### config.mk
export PLATFORM = sky130hd
export DESIGN_NAME = cache_line_arbiter
export DESIGN_NICKNAME = d
export VERILOG_FILES = /design/src/rtl/cache_line_arbiter.sv
export SDC_FILE = /design/constraint.sdc
export NUM_CORES = 2
export LEC_CHECK = 0
export CAP_MARGIN = 30
export CELL_PAD_IN_SITES_DETAIL_PLACEMENT = 1
export CELL_PAD_IN_SITES_GLOBAL_PLACEMENT = 2
export CORE_AREA = 10 10 528 530
export CTS_BUF_LIST = sky130_fd_sc_hd__clkbuf_8 sky130_fd_sc_hd__clkbuf_16
export DETAILED_ROUTE_END_ITERATION = 10
export DIE_AREA = 0 0 538 540
export GPL_TIMING_DRIVEN = 0
export PLACE_DENSITY = 0.54
export SKIP_LAST_GASP = 1
export SYNTH_ARGS = -nofsm -noshare
export SYNTH_HDL_FRONTEND = slang
export SYNTH_SLANG_ARGS = --single-unit
### constraint.sdc
create_clock -name clk -period 2.1 [get_ports clk]
set_input_delay 0.21 -clock clk [delete_from_list [all_inputs] [get_ports clk]]
set_output_delay 0.21 -clock clk [all_outputs]
set_load 0.005 [all_outputs]
### src/rtl/cache_line_arbiter.sv
`default_nettype none
// cache_line_arbiter: round-robin arbiter of I-cache and D-cache line requests onto one memory port.
// Rev 1.0
module cache_line_arbiter #(
  parameter int WIDTH    = 256,
  parameter int W_OFFSET = $clog2(WIDTH/8)
) (
  input  logic             clk,
  input  logic             rst,
  input  logic             i_read,
  input  logic [31:0]      i_addr,
  output logic             i_resp,
  output logic [WIDTH-1:0] i_rdata,
  input  logic             d_read,
  input  logic             d_write,
  input  logic [31:0]      d_addr,
  input  logic [WIDTH-1:0] d_wdata,
  output logic             d_resp,
  output logic [WIDTH-1:0] d_rdata,
  output logic             pmem_read,
  output logic             pmem_write,
  output logic [31:0]      pmem_addr,
  output logic [WIDTH-1:0] pmem_wdata,
  input  logic             pmem_resp,
  input  logic [WIDTH-1:0] pmem_rdata
);

  localparam logic [31:0] ADDR_MASK = ~((32'd1 << W_OFFSET) - 32'd1);

  typedef enum logic [2:0] {
    IDLE       = 3'd0,
    SERVE_I    = 3'd1,
    SERVE_D_RD = 3'd2,
    SERVE_D_WR = 3'd3,
    RESP_I     = 3'd4,
    RESP_D     = 3'd5
  } state_t;

  state_t state;
  logic   last_grant_d;
  logic   d_req;
  logic   grant_i;

  // On a tie the requester not served last wins; a lone requester always wins.
  assign d_req   = d_read | d_write;
  assign grant_i = i_read & (~d_req | last_grant_d);

  always_ff @(posedge clk) begin
    if (rst) begin
      state        <= IDLE;
      last_grant_d <= 1'b1;
      i_resp       <= 1'b0;
      d_resp       <= 1'b0;
      pmem_read    <= 1'b0;
      pmem_write   <= 1'b0;
      pmem_addr    <= '0;
      pmem_wdata   <= '0;
      i_rdata      <= '0;
      d_rdata      <= '0;
    end else begin
      i_resp <= 1'b0;
      d_resp <= 1'b0;
      case (state)
        IDLE: begin
          if (grant_i) begin
            state        <= SERVE_I;
            pmem_read    <= 1'b1;
            pmem_addr    <= i_addr & ADDR_MASK;
            last_grant_d <= 1'b0;
          end else if (d_req) begin
            pmem_addr    <= d_addr & ADDR_MASK;
            last_grant_d <= 1'b1;
            // Writeback wins if both D strobes are (illegally) high.
            if (d_write) begin
              state      <= SERVE_D_WR;
              pmem_write <= 1'b1;
              pmem_wdata <= d_wdata;
            end else begin
              state      <= SERVE_D_RD;
              pmem_read  <= 1'b1;
            end
          end
        end
        SERVE_I: begin
          if (pmem_resp) begin
            state     <= RESP_I;
            pmem_read <= 1'b0;
            i_rdata   <= pmem_rdata;
            i_resp    <= 1'b1;
          end
        end
        SERVE_D_RD: begin
          if (pmem_resp) begin
            state     <= RESP_D;
            pmem_read <= 1'b0;
            d_rdata   <= pmem_rdata;
            d_resp    <= 1'b1;
          end
        end
        SERVE_D_WR: begin
          if (pmem_resp) begin
            state      <= RESP_D;
            pmem_write <= 1'b0;
            d_resp     <= 1'b1;
          end
        end
        RESP_I, RESP_D: begin
          state <= IDLE;
        end
        default: begin
          state      <= IDLE;
          pmem_read  <= 1'b0;
          pmem_write <= 1'b0;
        end
      endcase
    end
  end

endmodule
`default_nettype wire

==> metrics.cfg <==
[run_status]
status=completed

[worst_setup_path]
start_kind=flop
cp.required_ns=2.63
critPathKind=reg -> reg
critical_path_arrival_ns=2.54
cp-end-kind=flop
cp_max_fo=10

[drt]
antenna_left=0
vias=34100
via_per_inst=3.72
firstDrtPassIters=5
detail_route.wl_per_cell_um=27.4
drt-total-wl_um=251000
drcViolationCount=0
drtIter0Drc=1364

[global_routing]
grt_pass1_vias=35800
grt_overflow_total=0
antenna_found_initial=144
grt_max_degree=18
grt_use_total=0.164
grt_pass1_wl_um=330000

[floorplanning]
pin_count=1386
rows=190
die_h_um=540
die_w_um=538
core_region_area_sq_um=267000
dieArea_sq_um=291000
start_util=0.108

[sta]
relSlewSlack=0.341
fin_crit_sh=0.960
finalMaxSlewViolations=0
whs_ns=0.101
rsz0062_at_grt=true
fmax_ghz=0.496
hold_violations=0
skew_ns=0.0552
worst_pin_slew_ns=0.988
fin_tns_setup_ns=0
finalSetupViolations=0
fin_crit_ns=2.02

[synthesis]
yosys-top-cells-area=dfxtp_1 56%, a21oi_1 14%, nand2_1 13%
yosys.area.top_type=dfxtp_1
seq_area_frac_synth=0.556
avgSynthCellArea_sq_um=8.02
yosys_warnings=0
ys_async_sr_fraction=0
post_synth_num_cell_types=38
synth_top_area_frac=0.556
yosys_register_bits=803
synth-edff-count=0
synthCells=3603
synthFlopType=dfxtp_1
synth_area_sq_um=28900

[power_and_ir_drop]
powerDensity_nw_per_um2=869
leakage_nw=18.6
ir_worst_vdd_mv=0.655

[clocking]
worstSkewPairLatency_ns=0.77
cts_buffers=105
root_buffer=clkbuf_16
htree_num_levels=3
cts_tree=done
clock_sinks=803
clockBufferDepth=3
clkTransAtPathRegs_ns=0.06

[job]
maxCapViolCount=0

[finish]
drive_above_1_share=0.0731
syn2layout_area_growth_pct=89.3
fin_nets=6021

[placement]
gp_congestion=0.866
io_buffers=1369
place_hpwl_um=214000

[min_path]
hp-class=in -> reg

final timing paths:
| kind | start | endpoint | slack (ns) | cells after the start |
|---|---|---|---|---|
| max | state[0] | pmem_addr[21] | 0.08 | 7 |
| min | d_wdata[29] | pmem_wdata[29] | 0.10 | 3 |
| max reg2reg | state[0] | pmem_addr[21] | 0.08 | 7 |
| min reg2reg | d_rdata[8] | d_rdata[8] | 0.45 | 2 |
layout by cell type (no fill, tap or decap), drive strengths merged, types with 3 or more instances in the layout:
| cell | n |
|---|---|
| a21oi | 798 |
| a311oi | 27 |
| buf | 161 |
| clkbuf | 345 |
| clkdlybuf4s50 | 1283 |
| clkinv | 18 |
| clkinvlp | 3 |
| conb | 5 |
| dfxtp | 803 |
| diode | 82 |
| dlygate4sd2 | 85 |
| dlygate4sd3 | 334 |
| inv | 33 |
| nand2 | 1027 |
| nand3 | 284 |
| o21ai | 286 |
| or3 | 3 |
synth_stat cells, drive strengths merged, types with 2 or more instances:
cell type	count
a21oi	798
inv	4
nor4bb	2
nand4bb	2
dfxtp	803
buf	140
nand2	1027
nor3	2
clkbuf	204
nand3	284
nor2	2
a311oi	27
nor3b	2
or3	3
o21ai	286
final cells by class:
cell class                 count  area (sq um)
inverter                       4          15.0
tap                         3552          4440
antenna                       82           205
clock buffer                 140          3110
buffer                       342          1810
multi-input combinational   2456         11300
sequential                   803         16100
clock inverter                52           430
timing repair buffer        1727         17300
fill                       31500        213000
cells by family (layout without fill, tap and decap cells):
family / count (synthesis) / count (layout) / synth area share
muxes: 1 / 1 / 0.000346
AOI/OAI and AO/OA: 1121 / 1121 / 0.199
other: 1 / 87 / 0.000130
and+or+nand+nor: 1329 / 1329 / 0.188
DFF: 803 / 803 / 0.556
buffers and inverters: 348 / 2265 / 0.0563
sequential cells by signal, summed over array words and instances (netlist names):
signal and count:
d_rdata 256, i_rdata 256, state 3, pmem_addr 27, pmem_read 1, pmem_wdata 256
d_resp 1, pmem_write 1, last_grant_d 1, i_resp 1
where the power goes:
group / total (mW) / internal (mW) / switching (mW)
Combinational: 11.8 / 4.98 / 6.81
Clock: 18.4 / 10.6 / 7.84
Sequential: 17.3 / 16.5 / 0.786
layer usage:
layer  wire length (um)  part of all wire  GRT usage  up-vias
li1                   -                 -          -    16000
met1              87700              0.35      0.162    16500
met2             131000              0.52      0.310     1263
met3              22700             0.090     0.0623      348
met4               8960             0.036     0.0546       68
met5                450            0.0018          0        -
through the flow:
step | power, mW | area, sq um | setup WS [ns] | instances | utilization
after global routing | 49.9 | 54600 | -0.0188 | 9118 | 0.204
after floorplan | 21.3 | 28900 | 0.553 | 3607 | -
after detailed placement | 29.0 | 47400 | -1.27 | 8546 | 0.177
final | 47.5 | 54700 | 0.0840 | 9158 | 0.204
after global placement | 28.8 | 47100 | -2.05 | 8528 | 0.176
after CTS | 48.6 | 54400 | -0.00193 | 9075 | 0.203
what timing repair did:
item,CTS,global route
hold buffers,334,0
gates resized for setup,180,49
gates cloned,0,0
pin swaps,3,0
endpoints found under the setup margin,864,550
setup buffers,5,0
endpoints found under the hold margin,441,0
critical path, stage by stage (launching register included):
cell and delay (ns):
dfxtp_1 0.36, or3_4 0.42, buf_6 0.18, buf_6 0.19, buf_8 0.18, nor2_8 0.15
buf_8 0.18, a311oi_1 0.11
No activity file was read; power rests on OpenSTA's default activity.
